## src/rtl/systolic_pe_pkg.sv

```systemverilog
// Shared types and the saturating/wrapping adder used by the systolic processing element.
package systolic_pe_pkg;

    typedef enum logic {
        MODE_OS = 1'b0,
        MODE_WS = 1'b1
    } mode_e;

    typedef enum logic {
        ST_RUN   = 1'b0,
        ST_DRAIN = 1'b1
    } state_e;

    // Operands are sign-extended to this width so any result width up to 64 bits fits.
    localparam int SUM_W = 65;

    typedef struct packed {
        logic signed [SUM_W-1:0] sum;
        logic                    ovf;
    } add_res_t;

    function automatic add_res_t sat_wrap_add(
        input logic signed [SUM_W-1:0] a,
        input logic signed [SUM_W-1:0] b,
        input int unsigned             w,
        input bit                      sat
    );
        logic signed [SUM_W-1:0] full;
        logic signed [SUM_W-1:0] hi;
        logic signed [SUM_W-1:0] lo;
        add_res_t                r;
        full  = a + b;
        hi    = (SUM_W'(1) << (w - 1)) - SUM_W'(1);
        lo    = -hi - SUM_W'(1);
        r.ovf = (full > hi) || (full < lo);
        if (sat && (full > hi)) begin
            r.sum = hi;
        end else if (sat && (full < lo)) begin
            r.sum = lo;
        end else begin
            r.sum = full;
        end
        return r;
    endfunction

endpackage

```

## src/rtl/systolic_pe_sat_add.sv

```systemverilog
// Signed adder that either clamps or wraps at WIDTH bits and flags signed overflow.
module sat_add
    import systolic_pe_pkg::*;
#(
    parameter int WIDTH    = 32,
    parameter bit SATURATE = 1'b1
) (
    input  logic signed [WIDTH-1:0] a,
    input  logic signed [WIDTH-1:0] b,
    output logic signed [WIDTH-1:0] sum,
    output logic                    ovf
);

    add_res_t res;
    logic     unused_hi;

    always_comb begin
        res = sat_wrap_add(SUM_W'(a), SUM_W'(b), WIDTH, SATURATE);
        sum = res.sum[WIDTH-1:0];
        ovf = res.ovf;
    end

    // Wrapped results are simply the low WIDTH bits; the extension bits are not needed.
    assign unused_hi = ^res.sum[SUM_W-1:WIDTH];

endmodule

```

## src/rtl/systolic_pe.sv

```systemverilog
// Systolic array processing element: output-stationary MAC with drain chain, or
// weight-stationary partial-sum stage, selected when Clear is asserted.
module systolic_pe
    import systolic_pe_pkg::*;
#(
    parameter int INPUTS_N    = 8,
    parameter int ACCUM_OUT_N = 32,
    parameter bit SATURATE    = 1'b1
) (
    input  logic                          Clock,
    input  logic                          Reset,
    input  logic                          Clear,
    input  logic                          Mode,
    input  logic                          Act_Valid_In,
    input  logic signed [INPUTS_N-1:0]    Act_In,
    input  logic                          Weight_Valid_In,
    input  logic signed [INPUTS_N-1:0]    Weight_In,
    input  logic                          Weight_Load,
    input  logic                          Psum_Valid_In,
    input  logic signed [ACCUM_OUT_N-1:0] Psum_In,
    input  logic                          Drain_Req,
    input  logic                          Drain_Valid_In,
    input  logic                          Drain_Last_In,
    input  logic signed [ACCUM_OUT_N-1:0] Drain_In,
    output logic                          Act_Valid_Out,
    output logic signed [INPUTS_N-1:0]    Act_Out,
    output logic                          Weight_Valid_Out,
    output logic signed [INPUTS_N-1:0]    Weight_Out,
    output logic signed [ACCUM_OUT_N-1:0] Accum_Out,
    output logic                          Psum_Valid_Out,
    output logic signed [ACCUM_OUT_N-1:0] Psum_Out,
    output logic                          Drain_Valid_Out,
    output logic                          Drain_Last_Out,
    output logic signed [ACCUM_OUT_N-1:0] Drain_Out,
    output logic                          Overflow,
    output logic                          Busy
);

    mode_e                           mode;
    state_e                          state;
    logic signed [INPUTS_N-1:0]      w_stat;
    logic signed [INPUTS_N-1:0]      mul_w_p0;
    logic signed [ACCUM_OUT_N-1:0]   psum_p0;
    logic                            vld_p0;
    logic signed [2*INPUTS_N-1:0]    prod_p1;
    logic signed [ACCUM_OUT_N-1:0]   prod_ext;
    logic signed [ACCUM_OUT_N-1:0]   acc_sum;
    logic signed [ACCUM_OUT_N-1:0]   psum_sum;
    logic                            acc_ovf;
    logic                            psum_ovf;
    logic                            os_mac;
    logic                            ws_mac;
    logic                            drain_start;

    // Stage p0: operand pass-through registers and MAC valid
    always_ff @(posedge Clock) begin
        if (Reset) begin
            Act_Valid_Out    <= 1'b0;
            Act_Out          <= '0;
            Weight_Valid_Out <= 1'b0;
            Weight_Out       <= '0;
            vld_p0           <= 1'b0;
            w_stat           <= '0;
            mode             <= MODE_OS;
        end else begin
            Act_Valid_Out    <= Act_Valid_In;
            Act_Out          <= Act_In;
            Weight_Valid_Out <= Weight_Valid_In;
            Weight_Out       <= Weight_In;
            if (mode == MODE_WS && Weight_Load) begin
                w_stat <= Weight_In;
            end
            if (Clear) begin
                mode   <= mode_e'(Mode);
                vld_p0 <= 1'b0;
            end else if (mode == MODE_WS) begin
                vld_p0 <= Act_Valid_In && Psum_Valid_In;
            end else begin
                vld_p0 <= Act_Valid_In && Weight_Valid_In;
            end
        end
    end

    // The old stationary weight is sampled here, so a same-cycle load only affects later activations.
    always_ff @(posedge Clock) begin
        mul_w_p0 <= (mode == MODE_WS) ? w_stat : Weight_In;
        psum_p0  <= Psum_In;
    end

    assign prod_p1     = (2*INPUTS_N)'(Act_Out) * (2*INPUTS_N)'(mul_w_p0);
    assign prod_ext    = ACCUM_OUT_N'(prod_p1);
    assign os_mac      = vld_p0 && (mode == MODE_OS);
    assign ws_mac      = vld_p0 && (mode == MODE_WS);
    assign drain_start = (state == ST_RUN) && (mode == MODE_OS) && Drain_Req;
    assign Busy        = (state == ST_DRAIN);

    sat_add #(.WIDTH(ACCUM_OUT_N), .SATURATE(SATURATE)) u_acc_add (
        .a   (Accum_Out),
        .b   (prod_ext),
        .sum (acc_sum),
        .ovf (acc_ovf)
    );

    sat_add #(.WIDTH(ACCUM_OUT_N), .SATURATE(SATURATE)) u_psum_add (
        .a   (psum_p0),
        .b   (prod_ext),
        .sum (psum_sum),
        .ovf (psum_ovf)
    );

    // Stage p1: accumulator, partial sum and sticky overflow
    always_ff @(posedge Clock) begin
        if (Reset) begin
            Accum_Out      <= '0;
            Overflow       <= 1'b0;
            Psum_Valid_Out <= 1'b0;
            Psum_Out       <= '0;
        end else if (Clear) begin
            Accum_Out      <= '0;
            Overflow       <= 1'b0;
            Psum_Valid_Out <= 1'b0;
        end else begin
            if (drain_start) begin
                Accum_Out <= os_mac ? prod_ext : '0;
            end else if (os_mac) begin
                Accum_Out <= acc_sum;
            end
            Psum_Valid_Out <= ws_mac;
            if (ws_mac) begin
                Psum_Out <= psum_sum;
            end
            if ((os_mac && !drain_start && acc_ovf) || (ws_mac && psum_ovf)) begin
                Overflow <= 1'b1;
            end
        end
    end

    // Drain chain: emit own accumulator once, then forward upstream beats until the last one
    always_ff @(posedge Clock) begin
        if (Reset) begin
            state           <= ST_RUN;
            Drain_Valid_Out <= 1'b0;
            Drain_Last_Out  <= 1'b0;
            Drain_Out       <= '0;
        end else if (Clear) begin
            state           <= ST_RUN;
            Drain_Valid_Out <= 1'b0;
            Drain_Last_Out  <= 1'b0;
        end else begin
            case (state)
                ST_RUN: begin
                    if (drain_start) begin
                        Drain_Out       <= Accum_Out;
                        Drain_Valid_Out <= 1'b1;
                        Drain_Last_Out  <= Drain_Last_In;
                        if (!Drain_Last_In) begin
                            state <= ST_DRAIN;
                        end
                    end else begin
                        Drain_Valid_Out <= 1'b0;
                        Drain_Last_Out  <= 1'b0;
                    end
                end
                ST_DRAIN: begin
                    Drain_Out       <= Drain_In;
                    Drain_Valid_Out <= Drain_Valid_In;
                    Drain_Last_Out  <= Drain_Valid_In && Drain_Last_In;
                    if (Drain_Valid_In && Drain_Last_In) begin
                        state <= ST_RUN;
                    end
                end
                default: state <= ST_RUN;
            endcase
        end
    end

endmodule

```

## config.mk

```make
export PLATFORM = sky130hd
export DESIGN_NAME = systolic_pe
export DESIGN_NICKNAME = d
export VERILOG_FILES = /design/src/rtl/systolic_pe_pkg.sv /design/src/rtl/systolic_pe_sat_add.sv /design/src/rtl/systolic_pe.sv
export SDC_FILE = /design/constraint.sdc
export NUM_CORES = 1
export LEC_CHECK = 0
export CORE_MARGIN = 2
export CORE_UTILIZATION = 40
export CTS_CLUSTER_SIZE = 40
export DETAILED_ROUTE_END_ITERATION = 8
export GPL_ROUTABILITY_DRIVEN = 0
export PLACE_DENSITY_LB_ADDON = 0.2
export SLEW_MARGIN = 20
export SYNTH_ARGS = -nofsm -noshare
export SYNTH_HDL_FRONTEND = slang
export SYNTH_SLANG_ARGS = --single-unit
```

## constraint.sdc

```tcl
create_clock -name Clock -period 10.92 [get_ports Clock]
set_input_delay 1.092 -clock Clock [delete_from_list [all_inputs] [get_ports Clock]]
set_output_delay 1.092 -clock Clock [all_outputs]
set_load 0.03 [all_outputs]
```

Yosys cells after proc, flatten, opt, wreduce, memory -nomap -nowiden
Index checks and enable logic that the tools add are counted.
Widths: inputs -> output; s select.
{"block": "totals", "ff_bits": 169, "latchBits": 0, "ram_bits": 0, "output_inout_bits": 119, "romBits": 0, "word_cells": 66, "n_memories": 0}
{"block": "classes", "muxes": 19, "magnitude_cmp": 4, "n_reduce_logical": 19, "multipliers": 1, "eq_ne": 1, "shifts": 0, "add_sub_neg": 2, "n_bitwise": 3, "n_div": 0}
{"cell": "$mux 32", "count": 8}
{"cell": "$add 32x16->33", "count": 2}
{"cell": "$gt 33x32->1 const B", "count": 2}
{"cell": "$lt 33x32->1 const B", "count": 2}
{"cell": "$pmux 32 s2", "count": 1}
{"cell": "$mul 8x8->16", "count": 1}
{"cell": "$logic_and 1x1->1", "count": 11}
{"cell": "$mux 8", "count": 1}
{"cell": "$mux 1", "count": 6}
{"cell": "$pmux 1 s2", "count": 3}
{"cell": "$reduce_and 2->1", "count": 2}
{"cell": "$logic_or 1x1->1", "count": 3}
{"cell": "$not 1->1", "count": 3}
{"cell": "$ne 2x2->1 const B", "count": 1}
{"cell": "$reduce_bool 2->1", "count": 1}
{"cell": "$reduce_or 2->1", "count": 1}
{"cell": "$logic_not 1->1", "count": 1}

Logic depth before layout (Yosys ltp)
Gate-level depths: netlist (run 1).
{"block": "depth", "depth_word": 7, "mapped_depth": 30}

Cells and area by module
A second synthesis (run 1) with hierarchy kept.
{"block": "unflattened", "hier_cells": 1500, "hier_area_um2": 12728.5}
{"module": "systolic_pe", "n_inst": 1, "seq_area_each_um2": 3383.2, "area_each_um2": 8408.1, "cells_per_inst": 900}
{"module": "sat_add at u_psum_add", "n_inst": 1, "seq_area_each_um2": 0.0, "area_each_um2": 2248.4, "cells_per_inst": 313}
{"module": "sat_add at u_acc_add", "n_inst": 1, "seq_area_each_um2": 0.0, "area_each_um2": 2072.0, "cells_per_inst": 287}

Worst setup path before layout (run 1)
OpenSTA, ideal clock, no wires.
{"block": "synth_path", "kind": "reg-to-reg", "startpoint": "reg Act_Out[7]", "endpoint": "reg Accum_Out[8]", "setup_ns": 0.095, "t_arrival_ns": 8.171, "path_stages_with_launch": 27, "setup_slack_ns": 2.654, "cell_sequence": "dfxtp_1 and2_1 fa_1 inv_1 fa_1 inv_1 fa_1 inv_1 fa_1 inv_1 ha_1 and3_1 a31oi_1 a21oi_1 xnor2_1 ha_1 buf_2 and2_4 and3_4 a221oi_1 o221ai_1 a31oi_1 nor2_1 a31oi_2 buf_4 nand3_1 a221oi_1"}
{"block": "synth_via", "elab_chain_cells": 7, "elab_cells_between_ends": 9}
{"element": "from (decl)", "line": "systolic_pe.sv:26", "rtl": "output logic signed [INPUTS_N-1:0] Act_Out,"}
{"element": "from (signal assigned)", "line": "systolic_pe.sv:67", "rtl": "Act_Out <= Act_In;"}
{"element": "$mul 8x8->16 *", "line": "systolic_pe.sv:90", "rtl": "assign prod_p1 = (2*INPUTS_N)'(Act_Out) * (2*INPUTS_N)'(mul_w_p0);"}
{"element": "$add 32x16->33", "line": "systolic_pe_pkg.sv:32", "rtl": "full = a + b;"}
{"element": "$lt 33x32->1", "line": "systolic_pe_pkg.sv:38", "rtl": "end else if (sat && (full < lo)) begin"}
{"element": "$mux 32", "line": "systolic_pe_pkg.sv:38"}
{"element": "$mux 32", "line": "systolic_pe_pkg.sv:36", "rtl": "if (sat && (full > hi)) begin"}
{"element": "$mux 32", "line": "systolic_pe.sv:125", "rtl": "end else if (os_mac) begin"}
{"element": "$mux 32 *", "line": "systolic_pe.sv:123", "rtl": "if (drain_start) begin"}
{"element": "to (signal assigned)", "line": "systolic_pe.sv:124", "rtl": "Accum_Out <= os_mac ? prod_ext : '0;"}
{"element": "to (signal assigned)", "line": "systolic_pe.sv:126", "rtl": "Accum_Out <= acc_sum;"}
{"element": "to (decl)", "line": "systolic_pe.sv:29", "rtl": "output logic signed [ACCUM_OUT_N-1:0] Accum_Out,"}
Mark *: on every way between the ends. The rest lies on a longest branch, timed or not. The select of a mux whose other input is x is not followed.
A chain may end at the register's enable or synchronous reset.

Final worst setup path (run 1)
{"block": "layout_path", "startpoint": "reg mul_w_p0[7]", "endpoint": "reg Psum_Out[7]"}
{"block": "layout_via", "elab_chain_cells": 5, "elab_cells_between_ends": 6}
{"element": "from (decl)", "line": "systolic_pe.sv:42", "rtl": "logic signed [INPUTS_N-1:0] mul_w_p0;"}
{"element": "from (signal assigned)", "line": "systolic_pe.sv:86", "rtl": "mul_w_p0 <= (mode == MODE_WS) ? w_stat : Weight_In;"}
{"element": "$mul 8x8->16 *", "line": "systolic_pe.sv:90"}
{"element": "$add 32x16->33 *", "line": "systolic_pe_pkg.sv:32"}
{"element": "$lt 33x32->1", "line": "systolic_pe_pkg.sv:38"}
{"element": "$mux 32", "line": "systolic_pe_pkg.sv:38"}
{"element": "$mux 32 *", "line": "systolic_pe_pkg.sv:36"}
{"element": "to (signal assigned)", "line": "systolic_pe.sv:130", "rtl": "Psum_Out <= psum_sum;"}
{"element": "to (decl)", "line": "systolic_pe.sv:31", "rtl": "output logic signed [ACCUM_OUT_N-1:0] Psum_Out,"}
Mark *: on every way between the ends. The rest lies on a longest branch, timed or not.

==> impl_results.md, run 1 <==
* Dpl cells at 1928
* # resized after CTS at 0
* Design Area, Final at 0.0152 mm^2
* Crit Path Category: reg2reg
* VDD IR max at 167 uV
* Yosys cell types at 77
* N_diodes at 0
* Pwr dens at 278 mW/mm^2
* Worst-skew pair later-pin latency at 0.45 ns
* CTS Buf Count at 17
* Post-synth EDFFs at 0
* Crit share post-route at 0.779
* First-pass GRT wire length at 56600 um
* Via/cell ratio at 5.45
* WL/cell at 18.1 um
* Hold depth at 2
* WP data required at 11.25 ns
* DR iter-0 viols at 771
* Max-cap violations at 0
* Min-delay src: w_stat[2]
* Detail Route Antenna Nets at 0
* Total wire length at 35400 um
* Synth top area share at 0.280
* R2R cell count at 26
* Flop-to-flop setup slack at 2.41 ns
* IO Count at 210
* Synth Instances at 1380
* Leak at 6.28 nW
* Top cells by area, synth: dfxtp_1 (28%), ha_1 (10%), fa_1 (9.4%), a21oi_1 (4.0%), inv_1 (3.3%)
* Worst EP arrival at 8.83 ns
* Core area at 0.0297 mm^2
* Hold_buf cts at 0
* GRT Total Usage at 0.226
* Warnings from Yosys at 0
* Min-delay worst type: reg2reg
* Clock-pin transition on the worst setup and hold timing paths at 0.07 ns
* CTS Root Cell: clkbuf_16
* Min cycle time layout at 8.51 ns
* Layout cells sized above 1 at 0.0548
* Slowest stage delay, CP at 0.86 ns
* Initial antenna violation count at 0
* Top-count cell post-synth: dfxtp_1
* H-tree levels at 4
* Async set or reset register ratio after synthesis at 0
* Initial Util at 0.407
* Worst-case clock buffer depth at 2
* Worst Hold Endpoint: w_stat[2]
* Syn nets at 1625
* Die area at 0.0317 mm^2
* Max-slew headroom at 0.301
* Most frequent CP cell: fa_1
* CTS tree: done
* Worst Setup Start Kind: flop
* Post-DP HPWL at 27300 um
* RSZ-0062 raised after global routing: no
* Worst clock skew at 0.0183 ns
* Non-Filler Instances at 1959
* Cell taking the most area after synthesis: dfxtp_1
* DIE HEIGHT at 178 um
* P&R area growth vs syn at 25.4%
* First-pass iteration count of the detailed router at 5
* Rows at 63
* Flops & latches, synth at 169
* Final worst slack at 2.41 ns
* Final Max Slew Viols at 0
* Setup-failing EPs final at 0
* Syn avg cell area at 8.77 um^2
* Main flop type after synthesis: dfxtp_1
* CP Capture Type: flop
* Number of global-route vias before repair at 10600
* Critical R2R Capture: Psum_Out[7]
* CTS Sinks at 169
* Crit path max fanout at 15
* Total negative slack at 0 ns
* Max Freq at 118 MHz
* Crit path launch: mul_w_p0[7]
* GR Overflow Total at 0
* Pin count of the biggest net entering global routing at 75
* Die Wd at 178 um
* Sequential cell area fraction in the yosys report at 0.280
* Slew @ Worst Pin at 1.05 ns
* Placed inst area at 0.0145 mm^2
* Post-CTS setup buffers at 0
* Final nets at 1802
* Post-synth top cells: dfxtp_1 (169), inv_1 (107), nand2_1 (98), ha_1 (97), a21oi_1 (96)
* Slowest cell on crit path: xor2_1
* Post-Syn Area at 0.0121 mm^2
* Placement Setup Slack at 2.31 ns
* Status: completed
* Reg2reg start: mul_w_p0[7]
* IO Port Bufs at 209
* Final hold vios at 0
* Routed via count at 10700
* DRC viols at 0
==> logic make-up (layout without fill, tap and decap cells) <==
family	Yosys count	after routing	share of synthesized area
simple gates	400	400	0.166
compound gates	369	369	0.210
flops	169	169	0.280
buf+inv	166	355	0.0539
fa+ha+maj	162	162	0.202
xor+xnor	68	68	0.0492
mux	46	46	0.0391
==> layout make-up <==
class                           instances  area (um^2)
Sequential cell                       169         3380
Clock inverter                         13          206
Multi-Input combinational cell       1045         8110
Fill cell                            2784        14500
Clock buffer                           18          429
Timing Repair Buffer                  217         2150
Inverter                              107          402
Tap cell                              390          488
==> state kept, by name (all words and copies together), names as in the netlist, 8 cells and up <==
signal	count
w_stat	8
mul_w_p0	8
Act_Out	8
Drain_Out	32
psum_p0	32
Accum_Out	32
Weight_Out	8
Psum_Out	32
==> cell usage in the layout, fill, tap and decap left out, types with 45 or more instances in the layout <==
master / netlist / routed
fa_1: 57 / 57
inv_1: 107 / 107
a21oi_1: 96 / 95
o21ai_0: 62 / 62
ha_1: 97 / 97
nor2_1: 90 / 89
a211oi_1: 45 / 45
nand2_1: 98 / 98
clkdlybuf4s50_1: 0 / 208
and2_1: 52 / 52
dfxtp_1: 169 / 168
==> worst max path at each step <==
stage / endpoint / slack (ns)
6_report: Psum_Out[7] / 2.41
5_1_grt: Psum_Out[7] / 1.79
4_1_cts: Psum_Out[7] / 2.27
3_5_place_dp: Psum_Out[7] / 2.31
3_3_place_gp: Psum_Out[5] / 2.61
2_1_floorplan: Accum_Out[8] / 2.65
==> power breakdown <==
| group | leakage [nW] | internal, mW | switching [mW] | total [mW] |
|---|---|---|---|---|
| clock network | 0.312 | 0.391 | 0.290 | 0.680 |
| logic | 4.58 | 1.17 | 1.70 | 2.87 |
| registers | 1.39 | 0.646 | 0.0289 | 0.675 |
| total | 6.28 | 2.21 | 2.02 | 4.22 |
==> critical path, delay by kind of cell (launching register included) <==
kind	cells	cell delay, ns
XOR/XNOR	2	1.26
AO/OA/AOI/OAI	8	2.17
AND/OR/NAND/NOR	6	1.06
adder cells (fa/ha/maj)	6	2.86
buffers and inverters	4	0.49
flip-flops	1	0.52
==> through the flow <==
step / total power [mW] / utilization / hold WS [ns]
finish: 4.22 / 0.511 / 0.454
global route: 4.57 / 0.511 / 0.482
CTS: 4.20 / 0.510 / 0.457
global placement: 3.48 / 0.489 / 0.438
floorplan: 2.88 / - / 0.433
detailed placement: 3.50 / 0.489 / 0.445
==> layer usage <==
layer | vias up | GRT usage | share of wire
li1 | 5253 | - | -
met1 | 5119 | 0.293 | 0.44
met2 | 245 | 0.389 | 0.50
met3 | 51 | 0.0323 | 0.035
met4 | 0 | 0.0686 | 0.025
met5 | - | 0 | 0
No activity file was read; power rests on OpenSTA's default activity.
==> run 2: changes to the inputs <==
clock period = 8.3 ns   (was 10.92 ns; I/O delays follow)
==> run 2 against run 1 <==
  * Clock power increased by 23%
  * Maximum frequency increased by 11%
  * Flip-flop and latch count unchanged
  * Non-clock buffer count increased by 5
  * Die area unchanged
  * Clock-buffer cell count increased by 1
  * Cell area about the same
  * First-iteration DRC count increased by 4.0%
  * Register-to-register slack got worse by 1.8 ns
  * Worst setup slack got worse by 1.8 ns
  * Cell count increased by 0.31%
  * Sequential share of layout area about the same
==> impl_results.md, run 2 (synthesized netlist as in run 1, its figures left out) <==
* Status: completed
* H-tree levels at 4 (unchanged)
* Leak at 6.27 nW (-0.16%)
* Rows at 63 (unchanged)
* Final nets at 1807 (+0.28%)
* N_diodes at 0 (unchanged)
* Post-CTS setup buffers at 0 (unchanged)
* Setup-failing EPs final at 0 (unchanged)
* Dpl cells at 1933 (+0.26%)
* Via/cell ratio at 5.41 (-0.63%)
* IO Port Bufs at 209 (unchanged)
* Worst-skew pair later-pin latency at 0.45 ns (about the same)
* Final Max Slew Viols at 0 (unchanged)
* First-pass GRT wire length at 56400 um (-0.33%)
* GRT Total Usage at 0.226 (about the same)
* Min-delay worst type: reg2reg
* Non-Filler Instances at 1965 (+0.31%)
* Total wire length at 35400 um (about the same)
* R2R cell count at 27 (+3.8%)
* Clock-pin transition on the worst setup and hold timing paths at 0.07 ns (about the same)
* First-pass iteration count of the detailed router at 5 (unchanged)
* Critical R2R Capture: Psum_Out[29]
* Total negative slack at 0 ns (unchanged)
* VDD IR max at 198 uV (+19%)
* Multi-input logic area at 0.00810 mm^2 (-0.15%)
* CTS Sinks at 169 (unchanged)
* CTS tree: done
* CTS Buf Count at 17 (unchanged)
* Register Area at 0.00338 mm^2 (unchanged)
* Routed via count at 10600 (-0.33%)
* WP data required at 8.62 ns (-2.63 ns)
* Hold depth at 2 (unchanged)
* Slew @ Worst Pin at 0.938 ns (-0.108 ns)
* Placement Setup Slack at 0.616 ns (-1.70 ns)
* Number of global-route vias before repair at 10500 (-0.82%)
* WL/cell at 18.0 um (-0.29%)
* Final worst slack at 0.656 ns (-1.76 ns)
* Crit path max fanout at 22 (+7)
* CTS Root Cell: clkbuf_16
* Layout cells sized above 1 at 0.0584 (+0.00360)
* Max-slew headroom at 0.375 (+0.0744)
* Initial antenna violation count at 0 (unchanged)
* Worst clock skew at 0.0164 ns (-0.00187 ns)
* Detail Route Antenna Nets at 0 (unchanged)
* Worst-case clock buffer depth at 2 (unchanged)
* Final hold vios at 0 (unchanged)
* Crit Path Category: reg2reg
* Core area at 0.0297 mm^2 (unchanged)
* Max Freq at 131 MHz (+11%)
* DR iter-0 viols at 802 (+4.0%)
* DIE HEIGHT at 178 um (unchanged)
* Worst Hold Endpoint: w_stat[4]
* GR Overflow Total at 0 (unchanged)
* Die area at 0.0317 mm^2 (unchanged)
* CP Capture Type: flop
* Initial Util at 0.407 (unchanged)
* Worst EP arrival at 7.96 ns (-0.87 ns)
* Commonest non-fill, non-tap cell in the layout: clkdlybuf4s50_1
* Flop-to-flop setup slack at 0.66 ns (-1.76 ns)
* DRC viols at 0 (unchanged)
* RSZ-0062 raised after global routing: no
* P&R area growth vs syn at 25.4% (about the same)
* Post-DP HPWL at 27300 um (+0.11%)
* Min-delay src: w_stat[4]
* Power consumption at 5.53 mW (+31%)
* Die Wd at 178 um (unchanged)
* IO Count at 210 (unchanged)
* WHS at 0.456 ns (+0.00190 ns)
* Pwr dens at 365 mW/mm^2 (+31%)
* Pin count of the biggest net entering global routing at 76 (+1.3%)
* Reg2reg start: mul_w_p0[7]
* Filler instances at 2779 (-0.18%)
* Min cycle time layout at 7.64 ns (-0.863 ns)
* Most frequent cells in the layout: clkdlybuf4s50_1 (208), dfxtp_1 (168), inv_1 (107), nand2_1 (98), ha_1 (97)
* Worst Setup Start Kind: flop
* Hold_buf cts at 0 (unchanged)
* Max-cap violations at 0 (unchanged)
* Crit share post-route at 0.921 (+0.142)
-- run 2: cell types whose count changed in the layout (fill, tap and decap cells not counted), moves of 2 or more --
| cell | delta |
|---|---|
| bufinv_16 | -2 |
| clkinvlp_4 | +4 |
| buf_4 | +4 |
| inv_8 | -2 |
-- run 2: worst max path at each step --
stage | startpoint | endpoint
after detailed placement | mul_w_p0[7] | Psum_Out[15]
after floorplan | Act_Out[7] | Accum_Out[8]
after global routing | mul_w_p0[7] | Accum_Out[8]
after CTS | mul_w_p0[7] | Psum_Out[29]
final | mul_w_p0[7] | Psum_Out[29]
after global placement | mul_w_p0[7] | Psum_Out[29]
-- run 2: layout make-up --
cell class | count | area share
clock inverters | 13 | 0.0106
inverters | 107 | 0.0265
multi-input cells | 1045 | 0.534
clock buffers | 19 | 0.0285
well taps | 390 | 0.0322
repair buffers | 222 | 0.145
flip-flops and latches | 169 | 0.223
-- run 2: per-stage QoR --
step | area (um^2) | utilization
2_1_floorplan | 12100 | -
3_3_place_gp | 14600 | 0.490
3_5_place_dp | 14600 | 0.490
4_1_cts | 15200 | 0.510
5_1_grt | 15200 | 0.510
6_report | 15200 | 0.510
-- run 2: report_power, final --
group          switching (mW)  internal [mW]  leakage [nW]
registers              0.0388          0.850          1.39
logic                    2.23           1.58          4.61
clock network           0.386          0.453         0.276
total                    2.65           2.88          6.27
-- run 2: critical path: stages, from the launching register on --
cell and delay, ns:
dfxtp_1 0.54, nand2b_1 0.14, fa_1 0.52, fa_1 0.54, inv_1 0.05, fa_1 0.53
inv_1 0.05, fa_1 0.54, inv_1 0.04, ha_1 0.34, a21oi_1 0.22, nor2b_1 0.08
o21a_1 0.19, o41ai_1 0.43, o21ai_0 0.25, xor2_2 0.24, ha_1 0.42, and3_1 0.21
and2_1 0.15, nand4_1 0.23, a311o_1 0.44, a211oi_2 0.24, nor3_2 0.10, xor2_1 0.13
buf_4 0.22, a21oi_1 0.09, buf_4 0.23, a221o_1 0.35
-- run 2: what timing repair did --
item	4_1_cts	5_1_grt
setup endpoints to repair	0	1
resized for setup	0	1
hold endpoints to repair	0	0
-- run 2: metal layers --
metal / track usage / share of wire
met1: 0.298 / 0.45
met2: 0.381 / 0.49
met4: 0.0721 / 0.026
met3: 0.0311 / 0.036
met5: 0 / 0
